**config.mk**
```make
export PLATFORM = sky130hd
export DESIGN_NAME = pipe_shell
export DESIGN_NICKNAME = d
export VERILOG_FILES = /design/src/rtl/pipe_shell.sv
export SDC_FILE = /design/constraint.sdc
export NUM_CORES = 1
export LEC_CHECK = 0
export CELL_PAD_IN_SITES_DETAIL_PLACEMENT = 1
export CELL_PAD_IN_SITES_GLOBAL_PLACEMENT = 1
export CORE_ASPECT_RATIO = 1.5
export CORE_UTILIZATION = 30
export DETAILED_ROUTE_END_ITERATION = 10
export HOLD_SLACK_MARGIN = 0.08
export PLACE_DENSITY_LB_ADDON = 0.1
export SYNTH_ARGS = -nofsm -noshare
export SYNTH_HDL_FRONTEND = slang
export SYNTH_SLANG_ARGS = --single-unit
```
**constraint.sdc**
```tcl
create_clock -name CLK -period 5.4 [get_ports CLK]
set_input_delay 0.81 -clock CLK [delete_from_list [all_inputs] [get_ports CLK]]
set_output_delay 0.81 -clock CLK [all_outputs]
set_load 0.005 [all_outputs]
```
**src/rtl/pipe_shell.sv**
```systemverilog
// Elastic in-order pipeline shell: DEPTH payload stages with bubble collapsing,
// youngest-match forwarding, load-use interlock, late-data capture and selective flush.
module pipe_shell #(
  parameter int WIDTH      = 32,
  parameter int DEPTH      = 5,
  parameter int REG_AW     = 5,
  parameter int NSRC       = 2,
  parameter int LATE_READY = 3
) (
  input  logic                         CLK,
  input  logic                         RST,
  input  logic                         in_valid,
  output logic                         in_ready,
  input  logic [WIDTH-1:0]             in_data,
  input  logic [REG_AW-1:0]            in_dest,
  input  logic                         in_wr,
  input  logic                         in_late,
  input  logic [NSRC*REG_AW-1:0]       in_src,
  input  logic [WIDTH-1:0]             ld_data,
  input  logic                         flush_valid,
  input  logic [$clog2(DEPTH)-1:0]     flush_stage,
  output logic [NSRC-1:0]              fwd_hit,
  output logic [NSRC*WIDTH-1:0]        fwd_data,
  output logic                         out_valid,
  input  logic                         out_ready,
  output logic [WIDTH-1:0]             out_data,
  output logic [REG_AW-1:0]            out_dest,
  output logic                         out_wr,
  output logic [$clog2(DEPTH+1)-1:0]   occ
);

  localparam int OCC_W = $clog2(DEPTH + 1);

  logic [DEPTH-1:0]  vld;
  logic [WIDTH-1:0]  dat [DEPTH];
  logic [REG_AW-1:0] dst [DEPTH];
  logic [DEPTH-1:0]  wrt;
  logic [DEPTH-1:0]  lat;
  logic [DEPTH-1:0]  move;
  logic              hazard;
  logic              accept;

  function automatic logic flushHit(input int k, input logic fv, input logic [$clog2(DEPTH)-1:0] fs);
    return fv && (k <= int'(fs));
  endfunction

  // A stage is blocked only when every older stage up to the output is full and stalled
  always_comb begin : advance
    logic stall;
    stall = !out_ready;
    move  = '0;
    for (int k = DEPTH - 1; k >= 0; k--) begin
      move[k] = vld[k] && !stall;
      stall   = stall && vld[k];
    end
  end

  // Later loop iterations are younger stages, so the youngest match wins
  always_comb begin : fwdLookup
    logic [REG_AW-1:0] srcId;
    logic              hit;
    logic              haz;
    logic [WIDTH-1:0]  data;
    fwd_hit  = '0;
    fwd_data = '0;
    hazard   = 1'b0;
    for (int i = 0; i < NSRC; i++) begin
      srcId = in_src[i*REG_AW +: REG_AW];
      hit   = 1'b0;
      haz   = 1'b0;
      data  = '0;
      for (int k = DEPTH - 1; k >= 0; k--) begin
        if (vld[k] && wrt[k] && (dst[k] == srcId) && (|srcId)) begin
          haz  = lat[k];
          hit  = !lat[k];
          data = lat[k] ? '0 : dat[k];
        end
      end
      fwd_hit[i]                  = hit;
      fwd_data[i*WIDTH +: WIDTH] = data;
      hazard                      = hazard || haz;
    end
  end

  assign in_ready = !RST && !flush_valid && !hazard && (!vld[0] || move[0]);
  assign accept   = in_valid && in_ready;

  always_comb begin
    occ = '0;
    for (int k = 0; k < DEPTH; k++) occ = occ + OCC_W'(vld[k]);
  end

  // Stage registers: stage k takes stage k-1 unless that entry is being flushed
  always_ff @(posedge CLK) begin
    if (RST) begin
      for (int k = 0; k < DEPTH; k++) begin
        vld[k] <= 1'b0;
        dat[k] <= '0;
        dst[k] <= '0;
        wrt[k] <= 1'b0;
        lat[k] <= 1'b0;
      end
    end else begin
      for (int k = DEPTH - 1; k >= 1; k--) begin
        if (move[k-1] && !flushHit(k - 1, flush_valid, flush_stage)) begin
          vld[k] <= 1'b1;
          dst[k] <= dst[k-1];
          wrt[k] <= wrt[k-1];
          if (k == LATE_READY && lat[k-1]) dat[k] <= ld_data;
          else                             dat[k] <= dat[k-1];
          lat[k] <= (k == LATE_READY) ? 1'b0 : lat[k-1];
        end else if (move[k] || flushHit(k, flush_valid, flush_stage)) begin
          vld[k] <= 1'b0;
        end
      end
      if (accept) begin
        vld[0] <= 1'b1;
        dat[0] <= in_data;
        dst[0] <= in_dest;
        wrt[0] <= in_wr;
        lat[0] <= in_late && in_wr;
      end else if (move[0] || flushHit(0, flush_valid, flush_stage)) begin
        vld[0] <= 1'b0;
      end
    end
  end

  assign out_valid = vld[DEPTH-1];
  assign out_data  = dat[DEPTH-1];
  assign out_dest  = dst[DEPTH-1];
  assign out_wr    = wrt[DEPTH-1];

endmodule

```
==> Yosys cells after proc, flatten, opt, wreduce, memory -nomap -nowiden <==
Memories as Yosys holds them, arrays and structs flattened.
Index checks and enable logic that the tools add are counted.
{ "totals": {"input_bits": 89, "mem_count": 2, "ff_bits": 13, "ram_bits": 185} }
{ "memory_table": {"columns": ["name", "words", "width", "rd", "rd_clocked_by_memory_dff", "wr", "line_no", "text"], "rows": [
  ["dat", 5, 32, 5, 0, 5, "35", "logic [WIDTH-1:0] dat [DEPTH];"],
  ["dst", 5, 5, 5, 0, 5, "36", "logic [REG_AW-1:0] dst [DEPTH];"]
]} }
{ "op_classes": {"magnitude_cmp": 4, "eq_ne": 10, "reduce_logical": 76, "n_mux": 75, "add_sub_neg": 4, "n_bitwise": 11} }
{ "op_table": {"columns": ["op", "n"], "rows": [
  ["$mux W32", 19],
  ["$mux W1", 51],
  ["$eq A5 B5 Y1", 10],
  ["$logic_and A1 B1 Y1", 47],
  ["$mux W5", 5],
  ["$logic_not A1 Y1", 15],
  ["$or A1 B1 Y1", 11],
  ["$reduce_bool A2 Y1", 5],
  ["$reduce_or A5 Y1", 2],
  ["$logic_or A1 B1 Y1", 7],
  ["$add A3 B1 Y3", 2],
  ["$le A2 B3 Y1 const A", 2],
  ["$add A2 B1 Y3", 1],
  ["$le A1 B3 Y1 const A", 1],
  ["$le A3 B3 Y1 const A", 1],
  ["$add A1 B1 Y2", 1]
]} }

==> Longest topological paths before layout <==
An unclocked memory read counts as a cell.
{ "depth": {"depth_word": 16, "ltp_mapped": 11, "mapped_depth_nobuf": 7} }

==> Worst setup path after synthesis <==
Ideal clock, no wire load.
{ "synth_path": {"path_kind": "input to output", "start": "in in_src[6]", "end": "out fwd_data[51]", "path_stages": 11, "path_buffers": 4, "required_ns": 4.590, "path_slack_ns": 1.840, "t_arrival_ns": 2.750, "cell_sequence": "buf_2 > nor4_1 > and2_1 > buf_2 > nor4_4 > nor4_2 > buf_2 > buf_4 > a221o_1 > nand3_1 > a31oi_1"} }
{ "synth_via": {"elab_chain_cells": 8, "elab_cells_between_ends": 21, "cone_classes": "eq/ne (5); mux (5); reduce/logical (11)"} }
{ "synth_rtl": {"columns": ["item", "line_no", "text"], "rows": [
  ["from (decl)", "18", "input logic [NSRC*REG_AW-1:0] in_src,"],
  ["$eq A5 B5 Y1", "73", "if (vld[k] && wrt[k] && (dst[k] == srcId) && (|srcId)) begin"],
  ["$logic_and A1 B1 Y1 (2 in a row)", "73", null],
  ["$mux W32 (4 in a row)", "73", null],
  ["$mux W32 *", "73", null],
  ["to (decl)", "23", "output logic [NSRC*WIDTH-1:0] fwd_data,"]
]} }
Every way passes the cells marked *; elsewhere a longest branch is shown, timed or not.

==> Worst setup path after layout <==
{ "layout_path": {"start": "in in_src[7]", "end": "out fwd_data[63]"} }
Same word-level chain as after synthesis.

==> results.sh <==
export IMPL_multiInputGateArea_um2=5220
export IMPL_final_count_of_negative_setup_slack_endpoints=0
export IMPL_syn_area_um2=11900
export IMPL_wirelength_um=44000
export IMPL_postSynthRegisterBits=198
export IMPL_max_freq_ghz=0.193
export IMPL_finalPower_mw=3.60
export IMPL_first_pass_grt_wire_length_um=64800
export IMPL_critical_path_endpoint_type="primary output"
export IMPL_synthCells=1189
export IMPL_wire_per_inst_um=24.1
export IMPL_final_layout_size_suffix_gt1_share_pct=15.6
export IMPL_synth_cell_type_count=58
export IMPL_min_period_over_period_pct=95.9
export IMPL_slew_viol_final=0
export IMPL_postSynthAreaPerCell_um2=10.0
export IMPL_num_nets_final=1404
export IMPL_cts_buffers=17
export IMPL_grt_setup_unrepaired="no"
export IMPL_initial_utilization_pct=30.4
export IMPL_dr_first_iter_drc_count=630
export IMPL_number_of_antenna_violations_at_the_first_check_in_global_routing=0
export IMPL_most_common_layout_cells="197 x clkdlybuf4s50_1, 185 x edfxtp_1, 145 x nand2_1"
export IMPL_grt_remaining_overflow=0
export IMPL_design_core_area_um2=39300
export IMPL_timing_critical_path_fanout_max=15
export IMPL_timing_final_hold_violations=0
export IMPL_worstSkewPairLatency_ns=0.47
export IMPL_first_pass_iters=7
export IMPL_placer_s_final_routability_congestion_estimate=0.784
export IMPL_ys_dominant_reg_cell="edfxtp_1"
export IMPL_worst_slew_pin_transition_ns=1.14
export IMPL_die_height_um=246
export IMPL_max_slew_margin_pct=24.0
export IMPL_placementRows=89
export IMPL_max_vdd_ir_drop_uv=187
export IMPL_port_buffers=197
export IMPL_worst_setup_path_start_kind="input pin"
export IMPL_via_count_of_the_first_global_routing_pass=10142
export IMPL_ctsRootBufferMaster="clkbuf_16"
export IMPL_cts_hold_fix_buffers=0
export IMPL_area_growth_syn_to_layout_pct=24.3
export IMPL_postCtsResizedCells=0
export IMPL_total_instance_count_after_detailed_placement=1793
export IMPL_synthesis_nets=1281
export IMPL_drt_drc_violations_left=0
export IMPL_avgViaCountPerCell=5.31
export IMPL_routed_via_count=9685
export IMPL_yosysSeqAreaShare_pct=48.7
export IMPL_die_area_um2=40600
export IMPL_cp_required_ns=4.59
export IMPL_pwr_density_nw_per_um2=242
export IMPL_post_layout_nonfiller_instances=1825
export IMPL_static_leakage_power_nw=5.08
export IMPL_criticalPathCategory="input pin to primary output"
export IMPL_yosys_warnings=0
export IMPL_htree_num_levels=4
export IMPL_post_cts_setup_buffer_count=0
export IMPL_n_antenna_cell=0
export IMPL_final_hold_worst_slack_ns=0.530
export IMPL_fin_tns_setup_ns=0
export IMPL_layout_cells_most_common="clkdlybuf4s50_1"
export IMPL_arrival_ns=4.37
export IMPL_outcome="completed"
export IMPL_maxCapViolCount=0
export IMPL_tritoncts="built"
export IMPL_area_sequential_um2=5820
export IMPL_place_hpwl_um=29600
export IMPL_fill_cells=4405
export IMPL_grt_util_all_layers_pct=22.2
export IMPL_grt_start_max_net_pins=57
export IMPL_layout_min_cycle_time_ns=5.18
export IMPL_number_of_flops_mapped_to_enable_cells_by_yosys=185
export IMPL_cts_num_sinks=198
export IMPL_count_of_nets_left_with_antenna_violations_after_detail_routing=0
export IMPL_ys_async_sr_fraction_pct=0
export IMPL_clk_pin_slew_worst_paths_ns=0.08
export IMPL_floorplan_io_pins=198
export IMPL_finClkSkew_ns=0.0168
export IMPL_hp_class="flop to flop"
export IMPL_clk_path_buf_depth=2
export IMPL_die_width_um=165
==> cells by family (layout without fill, tap and decap cells) <==
| family | count (synthesis) | after routing | share of synthesized area [%] |
|---|---|---|---|
| and+or+nand+nor | 438 | 438 | 21.8 |
| AOI/OAI and AO/OA | 321 | 321 | 17.2 |
| DFF | 198 | 198 | 48.7 |
| buffers and inverters | 180 | 316 | 8.13 |
| xor gates and xnor gates | 44 | 44 | 3.23 |
| muxes | 5 | 5 | 0.430 |
| adders and majority gates | 3 | 3 | 0.440 |
==> worst paths after layout <==
check | depth (start not counted) | slack (ns) | endpoint | startpoint
worst min register to register | 2 | 0.53 | wrt[4] | wrt[3]
worst max-delay path | 10 | 0.22 | fwd_data[63] | in_src[7]
worst min-delay path | 2 | 0.53 | wrt[4] | wrt[3]
worst max register to register | 8 | 2.04 | dat[0][16] | dst[0][2]
==> worst max-delay path, stage by stage <==
cell	delay (ns)
clkdlybuf4s50_1	0.59
nor4_1	0.61
and2_1	0.50
nor4_4	0.12
nor4_4	0.29
buf_4	0.30
a221o_1	0.19
nand3_1	0.08
a31oi_1	0.30
clkdlybuf4s50_1	0.58
==> cells in the mapped netlist, types with 2 or more instances <==
| cell | n | area, um2 |
|---|---|---|
| a211oi_1 | 2 | 15.0 |
| a21oi_1 | 103 | 515 |
| a221o_1 | 61 | 611 |
| a222oi_1 | 2 | 20.0 |
| a31oi_1 | 32 | 200 |
| and2_1 | 4 | 25.0 |
| and3_1 | 3 | 18.8 |
| buf_1 | 3 | 11.3 |
| buf_2 | 17 | 85.1 |
| buf_4 | 39 | 293 |
| buf_6 | 17 | 191 |
| clkbuf_1 | 63 | 236 |
| dfxtp_1 | 13 | 260 |
| edfxtp_1 | 185 | 5560 |
| fa_1 | 2 | 40.0 |
| inv_1 | 40 | 150 |
| mux2i_1 | 4 | 40.0 |
| nand2_1 | 147 | 552 |
| nand2b_1 | 12 | 75.1 |
| nand3_1 | 36 | 180 |
| nand3b_1 | 3 | 22.5 |
| nand4_1 | 10 | 62.6 |
| nor2_1 | 18 | 67.6 |
| nor2b_1 | 86 | 538 |
| nor2b_2 | 100 | 876 |
| nor3_1 | 4 | 20.0 |
| nor4_1 | 2 | 12.5 |
| nor4_2 | 3 | 37.5 |
| nor4_4 | 2 | 42.5 |
| o211ai_1 | 4 | 30.0 |
| o211ai_2 | 2 | 25.0 |
| o21ai_0 | 92 | 460 |
| o21ai_1 | 8 | 40.0 |
| o22ai_1 | 3 | 18.8 |
| or4b_1 | 2 | 20.0 |
| xnor2_1 | 27 | 236 |
| xor2_1 | 17 | 149 |
==> final cells by class <==
cell class	instances	share of cell area (%)
clock buffers	20	3.01
clock inverters	12	1.19
inverters	41	1.04
multi-input cells	811	35.2
flip-flops and latches	198	39.2
well taps	500	4.22
repair buffers	243	16.1
==> state kept, by name, summed over array words and instances (netlist names) <==
register and flops:
lat 3, wrt 5, vld 5, dat 160, dst 25
==> layer usage <==
| layer | share of wire, % | GRT usage [%] |
|---|---|---|
| met1 | 42 | 26.9 |
| met2 | 52 | 39.3 |
| met3 | 3.6 | 2.68 |
| met4 | 2.6 | 8.66 |
| met5 | 0 | 0 |
==> per-stage QoR <==
| step | setup WS [ns] | area (um2) | util [%] |
|---|---|---|---|
| floorplan | 1.84 | 11900 | - |
| global placement | 0.315 | 14200 | 36.2 |
| detailed placement | 0.254 | 14200 | 36.2 |
| CTS | 0.235 | 14800 | 37.7 |
| global route | 0.0379 | 14800 | 37.7 |
| finish | 0.220 | 14800 | 37.7 |
==> report_power, final <==
| part | switching, mW | internal (mW) |
|---|---|---|
| Sequential | 0.0700 | 1.77 |
| Clock | 0.625 | 0.789 |
| Combinational | 0.175 | 0.166 |
(Power assumes the default switching activity.)
